===== src/rtl/store_agu_pkg.sv =====
// Shared types and helpers for the splitting store AGU.
// Optional forwarding build: STORE_AGU_ZCFWD_EN.
package store_agu_pkg;

  localparam int SQN_W_DEFAULT = 7;
  localparam int TAG_W_DEFAULT = 7;

  typedef enum logic [2:0] {
    SZ_BYTE      = 3'd0,
    SZ_HALF      = 3'd1,
    SZ_WORD      = 3'd2,
    SZ_DWORD     = 3'd3,
    SZ_CBO_CLEAN = 3'd4,
    SZ_CBO_INVAL = 3'd5,
    SZ_CBO_FLUSH = 3'd6,
    SZ_ZCADD     = 3'd7
  } size_e;

  typedef enum logic [1:0] {
    CMO_NONE  = 2'd0,
    CMO_CLEAN = 2'd1,
    CMO_INVAL = 2'd2,
    CMO_FLUSH = 2'd3
  } cmo_e;

  typedef enum logic {
    ST_IDLE = 1'b0,
    ST_HI   = 1'b1
  } state_e;

  // True when a is strictly younger than b, using a w-bit wrapping difference.
  function automatic logic age_younger(input logic [31:0] a, input logic [31:0] b,
                                       input int unsigned w);
    logic [31:0] diff;
    logic [31:0] lowMask;
    lowMask = (w >= 32) ? '1 : ((32'd1 << w) - 32'd1);
    diff    = (a - b) & lowMask;
    return (diff != '0) && !diff[w-1];
  endfunction

endpackage


===== src/rtl/store_agu_lane.sv =====
// Combinational address/mask/lane-shift datapath with boundary-split detection.
// With STORE_AGU_ZCFWD_EN, size code 7 stores data + sext(imm).
module store_agu_lane
  import store_agu_pkg::*;
#(
  parameter int XLEN  = 32,
  parameter int IMM_W = 12
) (
  input  logic [XLEN-1:0]   base_i,
  input  logic [XLEN-1:0]   data_i,
  input  logic [IMM_W-1:0]  imm_i,
  input  logic [2:0]        size_i,
  output logic [XLEN-1:0]   addr_o,
  output logic [XLEN/8-1:0] maskLo_o,
  output logic [XLEN/8-1:0] maskHi_o,
  output logic [XLEN-1:0]   wdataLo_o,
  output logic [XLEN-1:0]   wdataHi_o,
  output logic [1:0]        cmo_o,
  output logic              split_o,
  output logic              except_o
`ifdef STORE_AGU_ZCFWD_EN
  ,
  output logic [XLEN-1:0]   zcSum_o
`endif
);

  localparam int NB   = XLEN / 8;
  localparam int OFFW = $clog2(NB);

  logic [XLEN-1:0]   immExt;
  logic [XLEN-1:0]   ea;
  logic [XLEN-1:0]   storeData;
  logic [OFFW-1:0]   off;
  logic [1:0]        sizeLog;
  logic              isCbo;
  logic [2*NB-1:0]   baseMask;
  logic [2*NB-1:0]   mFull;
  logic [2*XLEN-1:0] shifted;

  assign immExt = {{(XLEN-IMM_W){imm_i[IMM_W-1]}}, imm_i};
  assign ea     = base_i + immExt;
  assign off    = ea[OFFW-1:0];

`ifdef STORE_AGU_ZCFWD_EN
  assign zcSum_o   = data_i + immExt;
  assign storeData = (size_i == SZ_ZCADD) ? zcSum_o : data_i;
`else
  assign storeData = data_i;
`endif

  // Dword only exists on 64-bit datapaths; everything unknown behaves as a word.
  always_comb begin
    sizeLog = 2'd2;
    isCbo   = 1'b0;
    cmo_o   = CMO_NONE;
    case (size_i)
      SZ_BYTE:      sizeLog = 2'd0;
      SZ_HALF:      sizeLog = 2'd1;
      SZ_WORD:      sizeLog = 2'd2;
      SZ_DWORD:     sizeLog = (XLEN == 64) ? 2'd3 : 2'd2;
      SZ_CBO_CLEAN: begin isCbo = 1'b1; cmo_o = CMO_CLEAN; end
      SZ_CBO_INVAL: begin isCbo = 1'b1; cmo_o = CMO_INVAL; end
      SZ_CBO_FLUSH: begin isCbo = 1'b1; cmo_o = CMO_FLUSH; end
      default:      sizeLog = 2'd2;
    endcase
  end

  always_comb begin
    for (int i = 0; i < 2*NB; i++) begin
      baseMask[i] = (i < (1 << sizeLog));
    end
  end

  // Double-width shifts give the low-op and high-op lanes in one step.
  assign mFull   = baseMask << off;
  assign shifted = {{XLEN{1'b0}}, storeData} << {off, 3'b000};

  assign addr_o    = {ea[XLEN-1:OFFW], {OFFW{1'b0}}};
  assign maskLo_o  = isCbo ? '0 : mFull[NB-1:0];
  assign maskHi_o  = isCbo ? '0 : mFull[2*NB-1:NB];
  assign wdataLo_o = shifted[XLEN-1:0];
  assign wdataHi_o = shifted[2*XLEN-1:XLEN];
  assign split_o   = (maskHi_o != '0);
  assign except_o  = (ea == '0) || (isCbo && (off != '0));

endmodule


===== src/rtl/store_agu_split.sv =====
// Store AGU that splits boundary-crossing stores into two ordered store-queue ops.
// Optional zero-cycle forwarding ports: STORE_AGU_ZCFWD_EN.
module store_agu_split
  import store_agu_pkg::*;
#(
  parameter int XLEN  = 32,
  parameter int IMM_W = 12,
  parameter int TAG_W = TAG_W_DEFAULT,
  parameter int SQN_W = SQN_W_DEFAULT,
  parameter int RD_W  = 5,
  parameter int STQ_W = 4
) (
  input  logic              clk,
  input  logic              rst,
  input  logic              IN_valid,
  output logic              OUT_ready,
  input  logic [XLEN-1:0]   IN_base,
  input  logic [XLEN-1:0]   IN_data,
  input  logic [IMM_W-1:0]  IN_imm,
  input  logic [2:0]        IN_size,
  input  logic [TAG_W-1:0]  IN_tag,
  input  logic [SQN_W-1:0]  IN_sqN,
  input  logic [STQ_W-1:0]  IN_stqIdx,
  input  logic              IN_stall,
  input  logic              IN_brValid,
  input  logic [SQN_W-1:0]  IN_brSqN,
  output logic              OUT_valid,
  output logic [XLEN-1:0]   OUT_addr,
  output logic [XLEN/8-1:0] OUT_mask,
  output logic [XLEN-1:0]   OUT_wdata,
  output logic [1:0]        OUT_cmo,
  output logic [TAG_W-1:0]  OUT_tag,
  output logic [SQN_W-1:0]  OUT_sqN,
  output logic [STQ_W-1:0]  OUT_stqIdx,
  output logic              OUT_split,
  output logic              OUT_last,
  output logic              OUT_except
`ifdef STORE_AGU_ZCFWD_EN
  ,
  output logic              OUT_zcValid,
  output logic [TAG_W-1:0]  OUT_zcTag,
  output logic [XLEN-1:0]   OUT_zcData
`endif
);

  localparam int NB = XLEN / 8;

  logic [XLEN-1:0] laneAddr, laneWdataLo, laneWdataHi;
  logic [NB-1:0]   laneMaskLo, laneMaskHi;
  logic [1:0]      laneCmo;
  logic            laneSplit, laneExcept;

  state_e state_q, state_d;

  logic             valid_q,  valid_d;
  logic [XLEN-1:0]  addr_q,   addr_d;
  logic [NB-1:0]    mask_q,   mask_d;
  logic [XLEN-1:0]  wdata_q,  wdata_d;
  logic [1:0]       cmo_q,    cmo_d;
  logic [TAG_W-1:0] tag_q,    tag_d;
  logic [SQN_W-1:0] sqn_q,    sqn_d;
  logic [STQ_W-1:0] stq_q,    stq_d;
  logic             split_q,  split_d;
  logic             last_q,   last_d;
  logic             except_q, except_d;

  logic [XLEN-1:0]  hiAddr_q,   hiAddr_d;
  logic [NB-1:0]    hiMask_q,   hiMask_d;
  logic [XLEN-1:0]  hiWdata_q,  hiWdata_d;
  logic [TAG_W-1:0] hiTag_q,    hiTag_d;
  logic [SQN_W-1:0] hiSqn_q,    hiSqn_d;
  logic [STQ_W-1:0] hiStq_q,    hiStq_d;
  logic             hiExcept_q, hiExcept_d;

  logic advance, accept, loaded;
  logic inSquash, outSquash, hiSquash;

  store_agu_lane #(
    .XLEN  (XLEN),
    .IMM_W (IMM_W)
  ) u_lane (
    .base_i    (IN_base),
    .data_i    (IN_data),
    .imm_i     (IN_imm),
    .size_i    (IN_size),
    .addr_o    (laneAddr),
    .maskLo_o  (laneMaskLo),
    .maskHi_o  (laneMaskHi),
    .wdataLo_o (laneWdataLo),
    .wdataHi_o (laneWdataHi),
    .cmo_o     (laneCmo),
    .split_o   (laneSplit),
    .except_o  (laneExcept)
`ifdef STORE_AGU_ZCFWD_EN
    ,
    .zcSum_o   (OUT_zcData)
`endif
  );

  assign inSquash  = IN_brValid && age_younger(32'(IN_sqN), 32'(IN_brSqN), SQN_W);
  assign outSquash = IN_brValid && age_younger(32'(sqn_q), 32'(IN_brSqN), SQN_W);
  assign hiSquash  = IN_brValid && age_younger(32'(hiSqn_q), 32'(IN_brSqN), SQN_W);

  assign advance   = !(IN_stall && valid_q);
  assign OUT_ready = (state_q == ST_IDLE) && advance;
  assign accept    = IN_valid && OUT_ready && !inSquash;

`ifdef STORE_AGU_ZCFWD_EN
  assign OUT_zcValid = IN_valid && OUT_ready && (IN_size == SZ_ZCADD);
  assign OUT_zcTag   = IN_tag;
`endif

  // A freshly loaded op was already age-checked, so the output squash only
  // applies when the register is holding or idling.
  always_comb begin
    state_d    = state_q;
    valid_d    = valid_q;
    addr_d     = addr_q;
    mask_d     = mask_q;
    wdata_d    = wdata_q;
    cmo_d      = cmo_q;
    tag_d      = tag_q;
    sqn_d      = sqn_q;
    stq_d      = stq_q;
    split_d    = split_q;
    last_d     = last_q;
    except_d   = except_q;
    hiAddr_d   = hiAddr_q;
    hiMask_d   = hiMask_q;
    hiWdata_d  = hiWdata_q;
    hiTag_d    = hiTag_q;
    hiSqn_d    = hiSqn_q;
    hiStq_d    = hiStq_q;
    hiExcept_d = hiExcept_q;
    loaded     = 1'b0;

    case (state_q)
      ST_IDLE: begin
        if (advance) begin
          if (accept) begin
            loaded   = 1'b1;
            valid_d  = 1'b1;
            addr_d   = laneAddr;
            mask_d   = laneMaskLo;
            wdata_d  = laneWdataLo;
            cmo_d    = laneCmo;
            tag_d    = IN_tag;
            sqn_d    = IN_sqN;
            stq_d    = IN_stqIdx;
            split_d  = laneSplit;
            last_d   = !laneSplit;
            except_d = laneExcept;
            if (laneSplit) begin
              state_d    = ST_HI;
              hiAddr_d   = laneAddr + XLEN'(NB);
              hiMask_d   = laneMaskHi;
              hiWdata_d  = laneWdataHi;
              hiTag_d    = IN_tag;
              hiSqn_d    = IN_sqN;
              hiStq_d    = IN_stqIdx + STQ_W'(1);
              hiExcept_d = laneExcept;
            end
          end else begin
            valid_d = 1'b0;
          end
        end
      end
      ST_HI: begin
        if (hiSquash) begin
          state_d = ST_IDLE;
        end else if (advance) begin
          loaded   = 1'b1;
          state_d  = ST_IDLE;
          valid_d  = 1'b1;
          addr_d   = hiAddr_q;
          mask_d   = hiMask_q;
          wdata_d  = hiWdata_q;
          cmo_d    = CMO_NONE;
          tag_d    = hiTag_q;
          sqn_d    = hiSqn_q;
          stq_d    = hiStq_q;
          split_d  = 1'b1;
          last_d   = 1'b1;
          except_d = hiExcept_q;
        end
      end
      default: state_d = ST_IDLE;
    endcase

    if (!loaded && outSquash) begin
      valid_d = 1'b0;
    end
  end

  always_ff @(posedge clk or negedge rst) begin
    if (!rst) begin
      state_q    <= ST_IDLE;
      valid_q    <= 1'b0;
      addr_q     <= '0;
      mask_q     <= '0;
      wdata_q    <= '0;
      cmo_q      <= '0;
      tag_q      <= '0;
      sqn_q      <= '0;
      stq_q      <= '0;
      split_q    <= 1'b0;
      last_q     <= 1'b0;
      except_q   <= 1'b0;
      hiAddr_q   <= '0;
      hiMask_q   <= '0;
      hiWdata_q  <= '0;
      hiTag_q    <= '0;
      hiSqn_q    <= '0;
      hiStq_q    <= '0;
      hiExcept_q <= 1'b0;
    end else begin
      state_q    <= state_d;
      valid_q    <= valid_d;
      addr_q     <= addr_d;
      mask_q     <= mask_d;
      wdata_q    <= wdata_d;
      cmo_q      <= cmo_d;
      tag_q      <= tag_d;
      sqn_q      <= sqn_d;
      stq_q      <= stq_d;
      split_q    <= split_d;
      last_q     <= last_d;
      except_q   <= except_d;
      hiAddr_q   <= hiAddr_d;
      hiMask_q   <= hiMask_d;
      hiWdata_q  <= hiWdata_d;
      hiTag_q    <= hiTag_d;
      hiSqn_q    <= hiSqn_d;
      hiStq_q    <= hiStq_d;
      hiExcept_q <= hiExcept_d;
    end
  end

  assign OUT_valid  = valid_q;
  assign OUT_addr   = addr_q;
  assign OUT_mask   = mask_q;
  assign OUT_wdata  = wdata_q;
  assign OUT_cmo    = cmo_q;
  assign OUT_tag    = tag_q;
  assign OUT_sqN    = sqn_q;
  assign OUT_stqIdx = stq_q;
  assign OUT_split  = split_q;
  assign OUT_last   = last_q;
  assign OUT_except = except_q;

endmodule

===== config.mk =====
export PLATFORM = sky130hd
export DESIGN_NAME = store_agu_split
export DESIGN_NICKNAME = d
export VERILOG_FILES = /design/src/rtl/store_agu_pkg.sv /design/src/rtl/store_agu_lane.sv /design/src/rtl/store_agu_split.sv
export SDC_FILE = /design/constraint.sdc
export NUM_CORES = 1
export LEC_CHECK = 0
export BUFFER_PORTS_ARGS = -buffer_cell sky130_fd_sc_hd__buf_2
export CAP_MARGIN = 25
export CORE_MARGIN = 2
export CORE_UTILIZATION = 45
export DETAILED_ROUTE_END_ITERATION = 10
export GPL_ROUTABILITY_DRIVEN = 1
export HOLD_SLACK_MARGIN = 0.03
export PLACE_DENSITY = 0.66
export REMOVE_ABC_BUFFERS = 1
export SYNTH_ARGS = -nofsm -noshare
export SYNTH_HDL_FRONTEND = slang
export SYNTH_HIERARCHICAL = 1
export SYNTH_SLANG_ARGS = --single-unit

===== constraint.sdc =====
create_clock -name clk -period 2.4 [get_ports clk]
set_input_delay 0.24 -clock clk [delete_from_list [all_inputs] [get_ports clk]]
set_output_delay 0.24 -clock clk [all_outputs]
set_load 0.1 [all_outputs]

==> run summary <==
The flow ran to the end, but the final reports show violations. The final reports fail on negative setup slack. For this run, the leading register cell type out of synthesis is sky130_fd_sc_hd__dfrtp_1. The number of buffers on the longest clock path came out at 2. The library cell with the largest summed area after synthesis is sky130_fd_sc_hd__dfrtp_1.

The initial detailed-routing violation count is a little under 500. The layout has roughly 2100 filler cells. The data required time at the worst endpoint is 2.72 ns. The worst setup slack after layout is -0.6176 ns. The number of distinct standard cells referenced by the synthesized netlist came out at 80. The tree is rooted in a sky130_fd_sc_hd__clkbuf_16. The number of antenna violations at the first check in global routing came out at 2. The global-route total usage across every layer came out at between 20 and 25%. The count of flip-flops with a built-in enable after synthesis came out at 0. The path class of the lowest-slack min-delay path is primary input to register.

The number of vias per cell is about 5.5. The fmax came out at 331.4 MHz. Summing all multi-input logic gate instances after layout gives ~8100 um2. The remaining routing DRC violations is 0. Setup repair after global routing could not meet its margin everywhere. The portion of the post-synthesis area used by sequential elements came out at 37.00%. The maximum number of pins on one net before global-route repair came out at 63. The detailed-route wire length came out at around 35000 um. The die area is ~28000 um2. The number of buffers inserted during clock tree synthesis is 17. The top cell type by area accounts for between 30 and 40% of the synthesized area. The die span in y came out at approximately 170 um. The placer's final routability congestion estimate came out at ~0.88. The number of I/O pins is 202. The clock tree synthesis step divided the H-tree into 4 levels. Buffers placed on the I/O ports in this run total between 200 and 250.

Sorting the synthesized cells by area gives the leading types as sky130_fd_sc_hd__dfrtp_1 37%, sky130_fd_sc_hd__mux2_2 21%, sky130_fd_sc_hd__ha_1 5.2%. The average footprint of a synthesized cell came out at around 11 um2. For this design the static power due to leakage is between 7 and 8 nW. Detailed placement ended at an HPWL of roughly 23000 um. The kind of critical path is primary input to register. Global routing finished with a remaining overflow of 0. For the pin with the worst max-slew slack, the measured transition is around 0.75 ns. The number of search-and-repair iterations in the first detailed-routing pass came out at 5.

The commonest cells after synthesis are 231 x sky130_fd_sc_hd__mux2_2, 180 x sky130_fd_sc_hd__dfrtp_1, 64 x sky130_fd_sc_hd__nor2_1. The aggregate negative setup slack came out at -37.21 ns. The cell area after synthesis came out at roughly 12000 um2. The net total in the final layout came out at between 1500 and 2000. The post-synthesis async set-or-reset flop share is 100.0%. The worst supply voltage drop on vdd came out at 1003 uV.

The remaining number of nets flagged by the antenna check after routing is 0. STA classifies the critical path startpoint as a primary input. The count of mapped cells out of synthesis came out at 1121.

The most common cell in the synthesized netlist is sky130_fd_sc_hd__mux2_2. The worst setup skew after layout came out at around 0.011 ns. Of all nets on the critical path, the largest fanout is 7. The core area came out at 26730 um2. Setup violations remaining at the end of the flow were counted as 113. The via count of the first global-routing pass is between 10000 and 15000.

The total vias in the final route came out at around 10000. The first global-routing pass estimated 54880 um of wire. For this run, the number of Yosys warnings is 6.

The number of placement rows is 60. The worst hold margin came out at around 0.056 ns. Relative to the synthesized area, the layout overhead comes to 41.56%.

TritonCTS built the clock tree. The power density over the cells is about 1200 nW/um2. The minimum period implied by the final worst setup slack is 3.018 ns. STA classifies the critical path endpoint as a register. The area occupied by registers is roughly 4500 um2. The relative max-transition margin is 50.20%.

The max-slew violation total from the final report is 0. The insertion delay to the later sink of the worst-skew pair came out at approximately 0.43 ns. The starting utilization of the core area is a little under half. The arrival time of data at the critical path endpoint is around 3.3 ns.

The total number of clock tree sinks is 180. The tool flagged a number of max-cap violations equal to 0. The post-detailed-route wirelength per cell is roughly 18 um. The hold violation count in the final report came to 0. The proportion of layout cells with a drive suffix above 1 is roughly 56%. The share of the cycle needed by the critical path after routing came out at 125.7%. The overall die width came out at between 150 and 200 um.

The synthesized design contains 180 register bits. The clock slew at the register clock pins of the worst setup and hold paths came out at around 0.07 ns.
[worst max-delay path, cell delays in order]
cell	delay, ns
sky130_fd_sc_hd__buf_6	0.08
sky130_fd_sc_hd__ha_4	0.13
sky130_fd_sc_hd__inv_2	0.04
sky130_fd_sc_hd__fa_2	0.34
sky130_fd_sc_hd__nand2b_4	0.16
sky130_fd_sc_hd__a21oi_4	0.26
sky130_fd_sc_hd__o31ai_1	0.18
sky130_fd_sc_hd__a211oi_1	0.34
sky130_fd_sc_hd__and4_1	0.31
sky130_fd_sc_hd__buf_4	0.14
sky130_fd_sc_hd__nand4_1	0.23
sky130_fd_sc_hd__nor2_1	0.19
sky130_fd_sc_hd__buf_4	0.19
sky130_fd_sc_hd__nand4_1	0.11
sky130_fd_sc_hd__xnor2_1	0.14
sky130_fd_sc_hd__mux2_4	0.25
[metrics by stage]
stage | utilization (%) | area, um2 | cells | setup slack (ns) | power, mW
6_report | 64.48 | 17230 | 1894 | -0.6176 | 21.33
3_5_place_dp | 55.73 | 14890 | 1806 | -1.232 | 16.87
4_1_cts | 63.31 | 16920 | 1889 | -0.4965 | 21.38
2_1_floorplan | - | 11820 | 1066 | -8.920 | 14.35
3_3_place_gp | 55.73 | 14890 | 1806 | -1.142 | 16.66
5_1_grt | 64.48 | 17230 | 1894 | -0.7701 | 22.28
[per-layer routing]
layer | GRT usage, % | routed length, um | up-vias | share of wire [%]
li1 | - | - | 4932 | -
met3 | 5.284 | 1839 | 54 | 5.3
met2 | 39.65 | 16450 | 249 | 47
met4 | 6.747 | 820 | 2 | 2.4
met1 | 32.62 | 15710 | 5089 | 45
met5 | 0 | 13 | - | 0.037
[power by group]
group	total, mW	internal, mW	switching, mW
clock network	2.92	1.60	1.31
logic	13.1	4.47	8.61
registers	5.33	4.49	0.845
total	21.3	10.6	10.8
[kinds of logic after synthesis]
group / synth area share (%)
multiplexers: 27.77
AND/OR/NAND/NOR: 11.39
AO/OA/AOI/OAI: 10.41
flip-flops: 37.00
buffers and inverters: 4.101
XOR/XNOR: 3.885
adder cells (fa/ha/maj): 5.407
other: 0.03081
[final cells by class]
| cell class | count | share of cell area [%] |
|---|---|---|
| Multi-Input combinational cell | 858 | 47.23 |
| Sequential cell | 180 | 26.16 |
| Timing Repair Buffer | 453 | 19.93 |
| Clock buffer | 19 | 2.570 |
| Tap cell | 341 | 2.476 |
| Clock inverter | 13 | 0.9657 |
| Inverter | 29 | 0.6462 |
| Antenna cell | 1 | 0.01452 |
[layout by cell type, fill, tap and decap left out, types with 15 or more instances in the layout]
cell type,n
sky130_fd_sc_hd__mux2_2,211
sky130_fd_sc_hd__buf_4,205
sky130_fd_sc_hd__buf_2,195
sky130_fd_sc_hd__dfrtp_1,179
sky130_fd_sc_hd__nor2_1,59
sky130_fd_sc_hd__mux2_4,54
sky130_fd_sc_hd__a21oi_1,40
sky130_fd_sc_hd__nand2_1,39
sky130_fd_sc_hd__mux2i_1,34
sky130_fd_sc_hd__xnor2_1,31
sky130_fd_sc_hd__ha_1,26
sky130_fd_sc_hd__inv_1,24
sky130_fd_sc_hd__o21ai_0,23
sky130_fd_sc_hd__ha_4,23
sky130_fd_sc_hd__and2_1,21
sky130_fd_sc_hd__buf_12,20
sky130_fd_sc_hd__nor3_1,18
sky130_fd_sc_hd__clkbuf_16,18
sky130_fd_sc_hd__buf_6,18
sky130_fd_sc_hd__nor2b_1,17
sky130_fd_sc_hd__xor2_1,15
[worst paths after layout]
kind	start	end	slack, ns	cells past startpoint
min in group asynchronous	rst	OUT_wdata[28]$_DFFE_PN0P_	0.35	2
worst max-delay path	IN_base[0]	hiAddr_q[30]$_DFFE_PN0P_	-0.62	16
max in group asynchronous	rst	OUT_mask[3]$_DFFE_PN0P_	1.30	3
worst min-delay path	IN_tag[5]	hiTag_q[5]$_DFFE_PN0P_	0.06	2
worst min register to register	OUT_wdata[2]$_DFFE_PN0P_	OUT_wdata[2]$_DFFE_PN0P_	0.50	1
worst max register to register	hiSqn_q[5]$_DFFE_PN0P_	OUT_except$_DFFE_PN0P_	-0.43	10
[what timing repair did]
item	4_1_cts	5_1_grt
setup buffers	32	16
resized for setup	126	94
hold buffers	1	0
pin swaps	39	36
cloned	18	1
endpoints found under the hold margin	58	0
setup endpoints to repair	121	178
[registers in the layout (all words and copies together), names as in the netlist, 7 cells and up]
name,cells
OUT_addr,32
hiAddr_q,32
hiSqn_q,7
OUT_tag,7
OUT_wdata,32
OUT_sqN,7
hiWdata_q,32
hiTag_q,7
Power figures use the tool's default switching activity.
